$ cat src/rtl/random_coord_gen.sv
// Random food-coordinate generator: free-running 16-bit LFSR, rejection-sampled
// (x,y) inside [MIN,MAX], re-drawn until the board occupancy logic reports a free cell.
module random_coord_gen #(
  parameter int          X_W       = 8,
  parameter int          Y_W       = 7,
  parameter int          X_MIN     = 3,
  parameter int          X_MAX     = 157,
  parameter int          Y_MIN     = 3,
  parameter int          Y_MAX     = 117,
  parameter logic [15:0] SEED      = 16'hACE1,
  parameter int          MAX_TRIES = 64
) (
  input  logic           clock,
  input  logic           resetn,
  input  logic           seed_load,
  input  logic [15:0]    seed_in,
  input  logic           req_valid,
  output logic           req_ready,
  output logic           occ_req,
  output logic [X_W-1:0] occ_x,
  output logic [Y_W-1:0] occ_y,
  input  logic           occ_valid,
  input  logic           occ_hit,
  output logic           coord_valid,
  input  logic           coord_ready,
  output logic [X_W-1:0] coord_x,
  output logic [Y_W-1:0] coord_y,
  output logic           coord_fail,
  output logic [15:0]    lfsr_state
);
  localparam int TW = $clog2(MAX_TRIES + 1);
  localparam logic [X_W-1:0] XLO = X_W'(X_MIN);
  localparam logic [X_W-1:0] XHI = X_W'(X_MAX);
  localparam logic [Y_W-1:0] YLO = Y_W'(Y_MIN);
  localparam logic [Y_W-1:0] YHI = Y_W'(Y_MAX);

  typedef enum logic [2:0] {IDLE, GEN_X, GEN_Y, QUERY, WAIT_OCC, DONE} state_t;

  state_t         state_q, state_d;
  logic [15:0]    lfsr_q, lfsr_d;
  logic [TW-1:0]  tries_q, tries_d, tries_inc;
  logic [X_W-1:0] cand_x_q, cand_x_d, res_x_q, res_x_d;
  logic [Y_W-1:0] cand_y_q, cand_y_d, res_y_q, res_y_d;
  logic           fail_q, fail_d;
  logic [X_W-1:0] cx;
  logic [Y_W-1:0] cy;
  logic           x_ok, y_ok, give_up;

  // y comes from the top bits so it is not a shifted copy of the x bits
  assign cx        = lfsr_q[X_W-1:0];
  assign cy        = lfsr_q[15 -: Y_W];
  assign x_ok      = (cx >= XLO) && (cx <= XHI);
  assign y_ok      = (cy >= YLO) && (cy <= YHI);
  assign tries_inc = tries_q + TW'(1);
  assign give_up   = (tries_inc == TW'(MAX_TRIES));

  always_comb begin
    lfsr_d = {lfsr_q[14:0], lfsr_q[15] ^ lfsr_q[13] ^ lfsr_q[12] ^ lfsr_q[10]};
    if (seed_load)            lfsr_d = (seed_in == 16'h0) ? SEED : seed_in;
    else if (lfsr_q == 16'h0) lfsr_d = SEED;
  end

  always_comb begin
    state_d  = state_q;
    tries_d  = tries_q;
    cand_x_d = cand_x_q;
    cand_y_d = cand_y_q;
    res_x_d  = res_x_q;
    res_y_d  = res_y_q;
    fail_d   = fail_q;
    unique case (state_q)
      IDLE: if (req_valid) begin
        state_d = GEN_X;
        tries_d = '0;
        fail_d  = 1'b0;
      end
      GEN_X: if (x_ok) begin
        cand_x_d = cx;
        state_d  = GEN_Y;
      end else begin
        tries_d = tries_inc;
        if (give_up) begin state_d = DONE; fail_d = 1'b1; end
      end
      GEN_Y: if (y_ok) begin
        cand_y_d = cy;
        state_d  = QUERY;
      end else begin
        tries_d = tries_inc;
        if (give_up) begin state_d = DONE; fail_d = 1'b1; end
      end
      QUERY: state_d = WAIT_OCC;
      WAIT_OCC: if (occ_valid) begin
        if (!occ_hit) begin
          res_x_d = cand_x_q;
          res_y_d = cand_y_q;
          fail_d  = 1'b0;
          state_d = DONE;
        end else begin
          tries_d = tries_inc;
          if (give_up) begin state_d = DONE; fail_d = 1'b1; end
          else                 state_d = GEN_X;
        end
      end
      DONE: if (coord_ready) state_d = IDLE;
      default: state_d = IDLE;
    endcase
  end

  always_ff @(posedge clock) begin
    if (!resetn) begin
      state_q  <= IDLE;
      lfsr_q   <= SEED;
      tries_q  <= '0;
      cand_x_q <= XLO;
      cand_y_q <= YLO;
      res_x_q  <= XLO;
      res_y_q  <= YLO;
      fail_q   <= 1'b0;
    end else begin
      state_q  <= state_d;
      lfsr_q   <= lfsr_d;
      tries_q  <= tries_d;
      cand_x_q <= cand_x_d;
      cand_y_q <= cand_y_d;
      res_x_q  <= res_x_d;
      res_y_q  <= res_y_d;
      fail_q   <= fail_d;
    end
  end

  assign req_ready   = (state_q == IDLE);
  assign occ_req     = (state_q == QUERY);
  assign coord_valid = (state_q == DONE);
  assign occ_x       = cand_x_q;
  assign occ_y       = cand_y_q;
  assign coord_x     = res_x_q;
  assign coord_y     = res_y_q;
  assign coord_fail  = fail_q;
  assign lfsr_state  = lfsr_q;
endmodule
$ cat config.mk
export PLATFORM = sky130hd
export DESIGN_NAME = random_coord_gen
export DESIGN_NICKNAME = d
export VERILOG_FILES = /design/src/rtl/random_coord_gen.sv
export SDC_FILE = /design/constraint.sdc
export NUM_CORES = 1
export LEC_CHECK = 0
export BUFFER_PORTS_ARGS = -buffer_cell sky130_fd_sc_hd__buf_2
export CAP_MARGIN = 20
export CORE_UTILIZATION = 55
export DETAILED_ROUTE_END_ITERATION = 10
export HOLD_SLACK_MARGIN = 0.03
export MAX_ROUTING_LAYER = met4
export PLACE_DENSITY_LB_ADDON = 0.12
export SETUP_SLACK_MARGIN = 0.02
export SLEW_MARGIN = 20
export SYNTH_ARGS = -nofsm -noshare
export SYNTH_HDL_FRONTEND = slang
export SYNTH_SLANG_ARGS = --single-unit
$ cat constraint.sdc
create_clock -name clock -period 4.45 [get_ports clock]
set_input_delay 1.1125 -clock clock [delete_from_list [all_inputs] [get_ports clock]]
set_output_delay 1.1125 -clock clock [all_outputs]
set_load 0.1 [all_outputs]
==> results <==
- After synthesis the cells add up to 2613 um2.
- The relative contribution of sequential cells to total power is 0.431.
- The critical path is of the flop to primary output type.
- For this configuration, the core starts out at a cell density of 0.5839.
- For this run, asynchronously set or reset flops after synthesis account for 0.
- The portion of synthesized area spent on multiplexers is 0.09243.
- The insertion delay of the later-clocked pin in the worst-skew pair is 330 ps.
- The number of diodes added for antenna fixing is 0.
- The highest-delay cell along the critical path is dfxtp_1.
- After detailed placement, the design holds a cell count of 412.
- The category of the worst setup path launch point is a flop.
- The run finished with clean final reports.
- The tree is rooted in a clkbuf_8.
- Of the total synthesized cell area, the portion taken by full adders, half adders and majority gates is 0.004789.
- The number of hold-slack violations in the final timing report is 0.
- The library cell used most frequently in the layout, excluding fill and tap cells, is buf_2.
- The number of setup buffers added after CTS is 0.
- In the final layout, the share of cells above drive strength 1 is 0.2540.
- In this run the tightest slew margin relative to its limit is 0.2714.
- The global-route congestion overflow total is 0.
- For this design the top-level I/O count stands at 73.
- After legalization and detailed placement, the total HPWL measured 4.461 mm.
- The cell-internal power is 0.0008510 W.
- The clock group share of total power is 0.306.
- STA puts the critical path data required time at 3340 ps.
- For this design the ratio of total power to cell area is 432.3 nW/um2.
- Using the TritonRoute via totals, the vias-per-cell ratio works out to 5.784.
- The number of global-route vias before repair came to 2,229.
- In the final design database the tool counted 395 nets.
- At the pin with the least slew margin, the transition time is 1092 ps.
- VDD sags by at most 0.3009 mV.
- The global-route wire length before repair is 10.92 mm.
- The worst-case clock skew is 9.775 ps.
- The iteration-0 DRC count of the detailed router is 142.
- The maximum clock frequency is 354.7 MHz.
- Measured along the y axis, the die boundary spans 70.92 um.
- Summed over all cells, the static leakage comes to 1.423 nW.
- The setup TNS after final layout is 0 ps.
- The count of standard-cell rows is 24.
- Setup violations remaining at the end of the flow were counted as 0.
- After technology mapping, the gate count stands at 306.
- The longest clock path from root to sink contains 2 buffers.
- The number of enable-type register cells in the synthesized netlist is 0.
- The total number of clock tree sinks is 57.
- In the routed design, unresolved DRC markers number 0.
- The post-route clock period utilization is 0.6336.
- Of the total power, combinational logic draws 0.262.
- The maximum fanout along the worst path is 18.
- The final count of pins violating max slew was 0.
- The path class of the tightest hold or removal check is flop to flop.
- The number of flip-flops and latches in the synthesized netlist is 57.
- The sequential-to-total area share from yosys stat is 0.4368.
- The region available for standard cell placement spans 4474 um2.
- The post-route minimum period is 2820 ps.
- In this design, the stage delay of the slowest critical-path cell is 660 ps.
- The number of nets in the synthesized netlist is 330.
- The wire length after detailed routing is 6.403 mm.
- The clock-pin slew on the worst setup and hold paths is 60 ps.
- Walking the worst path, the cells encountered are inv_1 -> and3_1 -> buf_2.
- For this design the total switching power over the nets is 0.0004975 W.
- The number of antenna violations at the first check in global routing was 0.
- Once detail routing completed, the nets flagged for antenna violations numbered 0.
- Entering global routing, the biggest net connects 34 pins.
- Setup repair after global routing left no endpoint under its margin.
- Buffers inserted during clock tree synthesis total 9.
- In this run, post-CTS repair resized a total of 0 instances.
- Yosys mapped the design onto 55 distinct sky130hd cell types.
- The number of warnings reported in the yosys synthesis log is 0.
- The core utilization of the finished layout is 0.6971.
- Of the total power, the share spent switching nets is 0.3689.
- After synthesis, the largest family of logic cells by area is simple AND/OR/NAND/NOR gates.
- The number of I/O port buffers is 72.
- Of the total synthesized cell area, the portion taken by AND, OR, NAND and NOR gates is 0.2744.
- In the final routed layout, each cell accounts on average for 15.03 um.
- Among all flip-flop cells after synthesis, the most frequent one is dfxtp_1.
- The weighted congestion reported at the end of routability-driven placement is 0.8307.
- The xor-xnor portion of the synthesized cell area is 0.01341.
- The vias after detailed routing is 2,464.
- In the layout the commonest cells are buf_2 (72), nand2_1 (58), dfxtp_1 (57), nor2_1 (33), mux2i_1 (23).
- The die covers 5030 um2.
- The area growth from synthesis to layout is 19.40%.
- The reported max-cap violation count is 0.
- TritonCTS built the clock tree.
- Excluding fillers, the count of instances in the completed layout stands at 426.
- Across every metal layer, demand over resource in global routing totals 0.2879.
- The area fraction in compound gates after synthesis is 0.1360.
- The post-synthesis average cell area is 8.538 um2.
- The horizontal die dimension is 70.92 um.
- The number of detailed-route iterations in the first pass is 6.
- The kind of capture point of the worst setup path is a primary output.
- CTS built an H-tree with a depth of 3.
- Hold repair after CTS inserted 0 buffers.
- The data arrival time of the worst path is 1710 ps.
-- layout make-up --
class	count	area (um2)
fillers	378	1355
flip-flops and latches	57	1141
well taps	52	65.06
clock buffers	11	151.4
multi-input cells	225	1361
inverters	6	22.52
repair buffers	72	360.3
clock inverters	3	17.52
-- critical path, delay by kind of cell, from the launching register on --
kind,cells,cell delay (ps)
DFF,1,660
buffers and inverters,2,490
and+or+nand+nor,1,230
-- path summary, 6_finish.rpt --
kind	start	end	cells after the start	slack, ps
min reg2reg	coord_y[2]$_SDFFE_PN0P_	coord_y[2]$_SDFFE_PN0P_	2	450
min	coord_y[2]$_SDFFE_PN0P_	coord_y[2]$_SDFFE_PN0P_	2	450
max	state_q[2]$_SDFFE_PN0P_	occ_req	3	1630
max reg2reg	state_q[2]$_SDFFE_PN0P_	coord_x[4]$_SDFFE_PN0P_	5	2270
-- layer usage --
metal / track usage / up-vias / share of wire
met2: 0.4188 / 95 / 0.45
met5: - / - / 0
met4: 0.1156 / 0 / 0.012
met3: 0.06125 / 10 / 0.064
li1: - / 1218 / -
met1: 0.3908 / 1141 / 0.48
-- cell families after synthesis --
logic type,after synthesis
buffers and inverters,24
XOR/XNOR,4
flip-flops,57
AND/OR/NAND/NOR,145
AO/OA/AOI/OAI,51
adder cells (fa/ha/maj),1
multiplexers,24
-- synthesized netlist by cell type (2+ instances only) --
cell	number	area [um2]
nand4_1	4	25.02
and2_1	3	18.77
clkbuf_1	11	41.29
nand3b_1	2	15.01
o22ai_1	10	62.56
nor4_1	5	31.28
o21ai_0	5	25.02
a221o_1	3	30.03
xnor2_1	3	26.28
mux2i_1	23	230.2
and3_1	5	31.28
dfxtp_1	57	1141
a31oi_1	2	12.51
or2_2	2	12.51
inv_1	6	22.52
nand3_1	13	65.06
a21oi_1	15	75.07
a211o_1	2	17.52
buf_2	4	20.02
nor4b_1	2	17.52
nor3b_2	2	25.02
o22a_1	2	17.52
nor3_1	4	20.02
nand2_1	58	217.7
nor2_1	33	123.9
-- power groups by stage --
stage	Sequential (W)	Clock, W	Combinational (W)
2_1_floorplan	0.000696	0	0.000184
3_3_place_gp	0.000590	0	0.000347
3_5_place_dp	0.000591	0	0.000352
4_1_cts	0.000581	0.000419	0.000353
5_1_grt	0.000587	0.000448	0.000376
6_report	0.000582	0.000413	0.000354
-- registers in the layout, summed over array words and instances, names as in the netlist --
name,cells
occ_y,7
state_q,3
tries_q,7
lfsr_state,16
coord_fail,1
coord_y,7
coord_x,8
occ_x,8
-- metrics by stage --
stage | setup slack [ps] | power, W | hold WS [ps] | instance area, um2
2_1_floorplan | 622.4 | 0.0008806 | 439.5 | 2613
3_3_place_gp | 1699 | 0.0009370 | 440.0 | 2950
3_5_place_dp | 1628 | 0.0009428 | 443.9 | 2950
4_1_cts | 1620 | 0.001353 | 452.7 | 3119
5_1_grt | 1484 | 0.001410 | 466.5 | 3119
6_report | 1630 | 0.001349 | 452.1 | 3119
Power figures use the tool's default switching activity.
